**src/rtl/alu_pkg.sv**
```systemverilog
// Shared types and constants for the ALU arbiter slice.
// Default widths, the NOP opcode and the arbiter FSM state encoding.
package alu_pkg;

  localparam int W_DEF   = 8;
  localparam int OPW_DEF = 4;

  localparam logic [3:0] OP_NOP = 4'd0;

  typedef enum logic [1:0] {
    IDLE = 2'd0,
    EXEC = 2'd1,
    CAPT = 2'd2,
    RESP = 2'd3
  } state_t;

endpackage

```
**src/rtl/rr_arb2.sv**
```systemverilog
// Two-way round-robin arbiter, purely combinational.
// On a tie the requester not granted last time wins.
module rr_arb2 (
  input  logic [1:0] req,
  input  logic       last_grant,
  output logic [1:0] gnt,
  output logic       gnt_idx
);

  always_comb begin
    gnt = 2'b00;
    unique case (req)
      2'b11:   gnt = last_grant ? 2'b01 : 2'b10;
      2'b01:   gnt = 2'b01;
      2'b10:   gnt = 2'b10;
      default: gnt = 2'b00;
    endcase
  end

  assign gnt_idx = gnt[1];

endmodule

```
**src/rtl/alu_arbiter.sv**
```systemverilog
// Shares one clocked ALU between two requesters.
// Round-robin accept, hold operands for the ALU latency, return result.
module alu_arbiter
  import alu_pkg::*;
#(
  parameter int W       = W_DEF,
  parameter int OPW     = OPW_DEF,
  parameter int ALU_LAT = 1
) (
  input  logic           clk,
  input  logic           rst,
  input  logic [1:0]     req_valid,
  output logic [1:0]     req_ready,
  input  logic [2*W-1:0] req_in1,
  input  logic [2*W-1:0] req_in2,
  input  logic [2*OPW-1:0] req_op,
  output logic [1:0]     resp_valid,
  input  logic [1:0]     resp_ready,
  output logic [W-1:0]   resp_data,
  output logic [W-1:0]   alu_in1,
  output logic [W-1:0]   alu_in2,
  output logic [OPW-1:0] alu_op,
  input  logic [W-1:0]   alu_out,
  output logic           busy
);

  localparam int CW = (ALU_LAT > 1) ? $clog2(ALU_LAT) : 1;

  state_t         state;
  state_t         nxt;
  logic           last_grant;
  logic           gidx_q;
  logic [CW-1:0]  cnt;
  logic [W-1:0]   a_q;
  logic [W-1:0]   b_q;
  logic [OPW-1:0] op_q;
  logic [1:0]     gnt;
  logic           gnt_idx;
  logic           accept;
  logic           hold;

  rr_arb2 u_arb (
    .req        (req_valid),
    .last_grant (last_grant),
    .gnt        (gnt),
    .gnt_idx    (gnt_idx)
  );

  assign accept = (state == IDLE) && (|req_valid);
  assign hold   = (state == EXEC) || (state == CAPT);

  always_comb begin
    nxt = state;
    unique case (state)
      IDLE: if (accept) nxt = EXEC;
      EXEC: if (cnt == '0) nxt = CAPT;
      CAPT: nxt = RESP;
      RESP: if (resp_ready[gidx_q]) nxt = IDLE;
      default: nxt = IDLE;
    endcase
  end

  always_ff @(posedge clk or negedge rst) begin
    if (!rst) state <= IDLE;
    else      state <= nxt;
  end

  always_ff @(posedge clk or negedge rst) begin
    if (!rst) begin
      last_grant <= 1'b1;
      gidx_q     <= 1'b0;
      cnt        <= '0;
      a_q        <= '0;
      b_q        <= '0;
      op_q       <= '0;
      resp_data  <= '0;
    end else begin
      if (accept) begin
        a_q        <= req_in1[gnt_idx*W +: W];
        b_q        <= req_in2[gnt_idx*W +: W];
        op_q       <= req_op[gnt_idx*OPW +: OPW];
        last_grant <= gnt_idx;
        gidx_q     <= gnt_idx;
        cnt        <= CW'(ALU_LAT - 1);
      end else if (state == EXEC && cnt != '0) begin
        cnt <= cnt - 1'b1;
      end
      if (state == CAPT) resp_data <= alu_out;
    end
  end

  // ALU inputs follow state so an async reset zeroes them at once
  assign alu_in1 = hold ? a_q : '0;
  assign alu_in2 = hold ? b_q : '0;
  assign alu_op  = hold ? op_q : OPW'(OP_NOP);

  assign req_ready  = (state == IDLE && rst) ? gnt : 2'b00;
  assign resp_valid = (state == RESP) ? (gidx_q ? 2'b10 : 2'b01) : 2'b00;
  assign busy       = (state != IDLE);

endmodule

```
**config.mk**
```make
export PLATFORM = sky130hd
export DESIGN_NAME = alu_arbiter
export DESIGN_NICKNAME = d
export VERILOG_FILES = /design/src/rtl/alu_pkg.sv /design/src/rtl/rr_arb2.sv /design/src/rtl/alu_arbiter.sv
export SDC_FILE = /design/constraint.sdc
export NUM_CORES = 1
export LEC_CHECK = 0
export CORE_UTILIZATION = 43
export DETAILED_ROUTE_END_ITERATION = 10
export GPL_ROUTABILITY_DRIVEN = 0
export PLACE_DENSITY = 0.89
export SYNTH_ARGS = -nofsm -noshare
export SYNTH_HDL_FRONTEND = slang
export SYNTH_SLANG_ARGS = --single-unit
```
**constraint.sdc**
```tcl
create_clock -name clk -period 3.2 [get_ports clk]
set_input_delay 0.48 -clock clk [delete_from_list [all_inputs] [get_ports clk]]
set_output_delay 0.48 -clock clk [all_outputs]
set_load 0.05 [all_outputs]
```
==> impl_metrics.py, run 1 <==
metrics = {
    "worst_setup_path": {
        "critPathLaunch": "state[0]$_DFFE_PN0P_",
        "end_kind": "output port",
        "reg2reg_from": "state[0]$_DFFE_PN0P_",
        "worstPathArrival_ns": 2.40,
        "critPathRequiredTime_ns": 2.72,
        "path_max_fanout": 21,
        "critPathLaunchType": "flip-flop",
        "critPathKind": "flip-flop to output port",
    },
    "run_status": {
        "status": "finished, final reports clean",
    },
    "floorplanning": {
        "ioPinCount": 87,
        "die_h_um": 65.8,
        "die_area_um2": 4330,
        "die_w_um": 65.8,
        "core.rowCount": 22,
        "start_util": 0.464,
        "core_um2": 3770,
    },
    "sta": {
        "final-hold-violation-count": 0,
        "tightest_slew_ns": 0.536,
        "period_needed_ns": 2.88,
        "rsz0062_at_grt": "false",
        "slew_violations": 0,
        "skew_ns": 0.000953,
        "fmax_mhz": 347,
        "hold_slack_ns": 0.465,
        "slew_headroom": 0.641,
        "setup_tns_ns": 0,
        "fin_crit_sh": 0.900,
        "setup_violations": 0,
    },
    "detailed_routing": {
        "wirelength_um": 4440,
        "ant_nets": 0,
        "drt_iter0_markers": 93,
        "avgViaCountPerCell": 5.06,
        "post_drt_wl_per_cell_um": 14.2,
        "vias": 1584,
        "drcViolationCount": 0,
        "first_pass_iters": 4,
    },
    "synthesis": {
        "seq_area_frac_synth": 0.472,
        "synth_seq_cells": 33,
        "syn-num-nets": 240,
        "avgSynthCellArea_um2": 9.68,
        "synthesis.area_um2": 1750,
        "syn_inst": 181,
        "yosysWarnings": 0,
        "yosysUniqueCellTypes": 26,
    },
    "pwr": {
        "ir_worst_vdd_mv": 0.749,
        "leakage_uw": 0.00117,
        "power_density_nw_per_um2": 1110,
    },
    "global_route": {
        "grt_pass1_wl_um": 7070,
        "track_usage": 0.223,
        "overflow": 0,
        "grt_max_degree": 34,
        "antenna_found_initial": 0,
        "grt_pass1_vias": 1557,
    },
    "clock_network": {
        "path_clk_slew_ns": 0.06,
        "cts_tree": "yes",
        "post_cts_buffers": 0,
        "cts-root-buf": "clkbuf_8",
        "cts_buffer_depth": 2,
        "cts.sinks": 33,
        "clock_latency_ns": 0.28,
        "htree_levels": 2,
        "postCtsHoldBufs": 0,
        "cts_buffers": 5,
        "ctsResizeCount": 0,
    },
    "cells_and_area": {
        "syn2layout_area_growth_pct": 56.9,
        "layout_common_cells": "clkdlybuf4s50_1, dfrtp_1, and2_1, nor2_1, nand2_1",
        "multiInputGateArea_um2": 845,
        "drive_gt1_frac": 0.102,
        "seq_area_um2": 827,
        "fill_cells": 285,
        "diodes": 0,
        "final_common_cell": "clkdlybuf4s50_1",
        "fin_nets": 324,
    },
    "placement": {
        "port_buffers": 86,
        "dpl.hpwl_um": 3290,
    },
    "hold_path": {
        "hp-start": "a_q[6]$_DFFE_PN0P_",
        "min_path_type": "flip-flop to flip-flop",
    },
    "flow_run": {
        "drv_cap": 0,
    },
}
## area by class of cell
class,count,area share
clock buffers,7,0.0314
inverters,3,0.00410
multi-input cells,131,0.307
flip-flops and latches,33,0.301
well taps,48,0.0219
repair buffers,91,0.334
## metal layers
layer	part of all wire	GRT usage	wire length, um
met4	0.015	0.0788	68
met1	0.40	0.252	1790
met2	0.52	0.394	2300
met5	0	0	0
met3	0.064	0.0655	284
## report_power, final
group	leakage, uW	total, uW	switching (uW)	internal [uW]
registers	0.000403	730	107	623
clock network	0.0000443	309	138	170
logic	0.000721	2010	1260	746
total	0.00117	3050	1510	1540
## Yosys cell counts (all sizes together)
cell type   n  area (um^2)
or3b        2         17.5
mux2i       1         10.0
nor2       21         78.8
nand4       1         12.5
o21ai       1         8.76
buf        10         61.3
mux2       11          124
nor2b       1         6.26
a21boi      1         18.8
and3        1         6.26
dfstp       1         26.3
and2       21          131
clkbuf      4         15.0
and3b       1         8.76
nand3b      1         7.51
ha          5         62.6
nand2      21         78.8
nand2b      1         6.26
and4        1         8.76
a21oi      20          100
o31ai      20          150
dfrtp      32          801
inv         3         11.3
## flip-flops by register name, summed over array words and instances, names as in the netlist
name        cells
cnt             1
last_grant      1
gidx_q          1
resp_data       8
b_q             8
a_q             8
state           2
op_q            4
## critical path, stage by stage (launching register included)
cell             delay, ns
dfrtp_1               0.39
inv_1                 0.11
ha_1                  0.61
and2_1                0.20
clkdlybuf4s50_1       0.81
## worst paths after layout
kind                                             to  slack, ns  depth (start not counted)
max in group asynchronous    last_grant$_DFFE_PN1P_       2.22                          2
min                              a_q[6]$_DFFE_PN0P_       0.47                          2
max reg2reg                    state[1]$_DFFE_PN0P_       1.49                          5
min in group asynchronous  resp_data[5]$_DFFE_PN0P_       0.66                          2
max                                      alu_in1[1]       0.32                          4
min reg2reg                      a_q[6]$_DFFE_PN0P_       0.47                          2
## stage by stage
step / setup WS [ns] / power [uW] / utilization / std cells / instance area (um^2)
global placement: 0.650 / 2710 / 0.706 / 306 / 2660
global route: 0.134 / 3230 / 0.729 / 313 / 2750
finish: 0.321 / 3050 / 0.729 / 313 / 2750
CTS: 0.285 / 3070 / 0.729 / 313 / 2750
floorplan: 1.32 / 2110 / - / 181 / 1750
detailed placement: 0.597 / 2760 / 0.706 / 306 / 2660
## cell families after synthesis
family	share of synthesized area
flip-flops	0.472
adder cells (fa/ha/maj)	0.0357
multiplexers	0.0764
buffers and inverters	0.0500
AO/OA/AOI/OAI	0.159
AND/OR/NAND/NOR	0.207
No activity file was read; power rests on OpenSTA's default activity.
==> run 2, diff against run 1 <==
--- a/config.mk
+++ b/config.mk
@@ -5,10 +5,10 @@
 export SDC_FILE = /design/constraint.sdc
 export NUM_CORES = 1
 export LEC_CHECK = 0
-export CORE_UTILIZATION = 43
+export CORE_UTILIZATION = 30
 export DETAILED_ROUTE_END_ITERATION = 10
 export GPL_ROUTABILITY_DRIVEN = 0
-export PLACE_DENSITY = 0.89
+export PLACE_DENSITY = 0.67
 export SYNTH_ARGS = -nofsm -noshare
 export SYNTH_HDL_FRONTEND = slang
 export SYNTH_SLANG_ARGS = --single-unit
==> impl_metrics.py, run 2 (same netlist as run 1, synthesis figures left out) <==
metrics = {
    "detailed_routing": {
        "drcViolationCount": 0,
        "drt_iter0_markers": 53,
        "ant_nets": 0,
        "avgViaCountPerCell": 4.59,
        "vias": 1548,
        "post_drt_wl_per_cell_um": 13.4,
        "wirelength_um": 4510,
        "first_pass_iters": 4,
    },
    "global_route": {
        "grt_pass1_vias": 1470,
        "grt_max_degree": 26,
        "antenna_found_initial": 0,
        "overflow": 0,
        "track_usage": 0.154,
        "grt_pass1_wl_um": 7290,
    },
    "clock_network": {
        "cts_buffers": 5,
        "postCtsHoldBufs": 0,
        "clock_latency_ns": 0.29,
        "path_clk_slew_ns": 0.07,
        "cts_buffer_depth": 2,
        "post_cts_buffers": 0,
        "cts_tree": "yes",
        "htree_levels": 2,
        "cts-root-buf": "clkbuf_8",
        "cts.sinks": 33,
        "ctsResizeCount": 0,
    },
    "pwr": {
        "combPwrFrac": 0.656,
        "clkPwrFrac": 0.106,
        "power_density_nw_per_um2": 1100,
        "swShare": 0.495,
        "leakage_uw": 0.00117,
        "ir_worst_vdd_mv": 0.534,
        "p_seq_frac": 0.238,
        "intPower_uw": 1540,
        "p_sw_uw": 1510,
    },
    "placement": {
        "dpl.hpwl_um": 3290,
        "port_buffers": 86,
        "dp_worst_setup_slack_ns": 0.553,
    },
    "sta": {
        "setup_ws_ns": 0.319,
        "setup_tns_ns": 0,
        "setup_violations": 0,
        "fin_crit_sh": 0.900,
        "slew_headroom": 0.582,
        "period_needed_ns": 2.88,
        "rsz0062_at_grt": "false",
        "skew_ns": 0.00920,
        "slew_violations": 0,
        "hold_slack_ns": 0.0407,
        "final-hold-violation-count": 0,
        "tightest_slew_ns": 0.624,
        "fmax_mhz": 347,
    },
    "worst_setup_path": {
        "worstPathArrival_ns": 2.40,
        "max_stage_delay_ns": 0.79,
        "critPathRequiredTime_ns": 2.72,
        "critPathKind": "flip-flop to output port",
        "crit_buf_inv": 2,
        "cpLargestDelayFamily": "buffers and inverters",
        "end_kind": "output port",
        "path_cells": "inv_1 > ha_1 > and2_1 > clkdlybuf4s50_1",
        "slowest_stage": "clkdlybuf4s50_1",
        "critPathLaunchType": "flip-flop",
        "path_max_fanout": 21,
    },
    "floorplanning": {
        "core.rowCount": 27,
        "die_area_um2": 6150,
        "core_um2": 5570,
        "die_w_um": 78.4,
        "ioPinCount": 87,
        "die_h_um": 78.4,
        "start_util": 0.314,
    },
    "cells_and_area": {
        "layout_common_cells": "clkdlybuf4s50_1, dfrtp_1, and2_1, nor2_1, nand2_1",
        "final_common_cell": "clkdlybuf4s50_1",
        "fill_cells": 548,
        "fin_nets": 324,
        "reg.largest.list": "a_q: 8 flops, b_q: 8 flops, resp_data: 8 flops",
        "drive_gt1_frac": 0.109,
        "diodes": 0,
        "syn2layout_area_growth_pct": 58.5,
        "multiInputGateArea_um2": 845,
        "seq_area_um2": 827,
        "fin_util": 0.498,
    },
    "flow_run": {
        "drv_cap": 0,
    },
    "hold_path": {
        "min_path_type": "primary input to async pin",
    },
    "run_status": {
        "status": "finished, final reports clean",
    },
}
run 2: changes by cell type in the layout (fill, tap and decap cells not counted), sizes merged:
cell	delta
buf	+1
clkbuf	-1
clkdlybuf4s50	-1
clkinvlp	+1
run 2: power groups by stage:
stage,combinational (uW),sequential (uW),clock [uW]
2_1_floorplan,1210,893,0
3_3_place_gp,2010,726,0
3_5_place_dp,2020,738,0
4_1_cts,2030,728,330
5_1_grt,2130,756,346
6_report,2000,726,323
run 2: cell type report:
type | count | share of cell area
timing repair buffer | 91 | 0.329
clock inverter | 1 | 0.00270
sequential | 33 | 0.298
inverter | 3 | 0.00406
clock buffer | 6 | 0.0297
multi-input combinational | 131 | 0.304
tap | 72 | 0.0324
run 2: stage by stage:
step,cell area [um^2],total power (uW),cells
after floorplan,1750,2110,181
after global placement,2690,2740,330
after detailed placement,2690,2760,330
after CTS,2780,3080,337
after global routing,2780,3230,337
final,2780,3050,337
run 2: path summary, 6_finish.rpt:
| path | cells past startpoint | end | startpoint | slack (ns) |
|---|---|---|---|---|
| worst max-delay path | 4 | alu_in2[0] | state[0]$_DFFE_PN0P_ | 0.32 |
| worst min-delay path | 1 | resp_data[0]$_DFFE_PN0P_ | rst | 0.04 |
| worst max register to register | 5 | state[1]$_DFFE_PN0P_ | state[0]$_DFFE_PN0P_ | 1.47 |
| worst min register to register | 2 | b_q[4]$_DFFE_PN0P_ | b_q[4]$_DFFE_PN0P_ | 0.47 |
| max in group asynchronous | 2 | last_grant$_DFFE_PN1P_ | rst | 2.52 |
| min in group clk | 2 | b_q[4]$_DFFE_PN0P_ | b_q[4]$_DFFE_PN0P_ | 0.47 |
run 2: layer usage:
| metal | part of all wire | wire length (um) | vias to the layer above | track usage |
|---|---|---|---|---|
| met5 | 0 | 0 | - | 0 |
| met3 | 0.055 | 247 | 5 | 0.0407 |
| met4 | 0.0089 | 40 | 0 | 0.0444 |
| met2 | 0.46 | 2100 | 49 | 0.246 |
| met1 | 0.47 | 2130 | 710 | 0.202 |
| li1 | - | - | 784 | - |
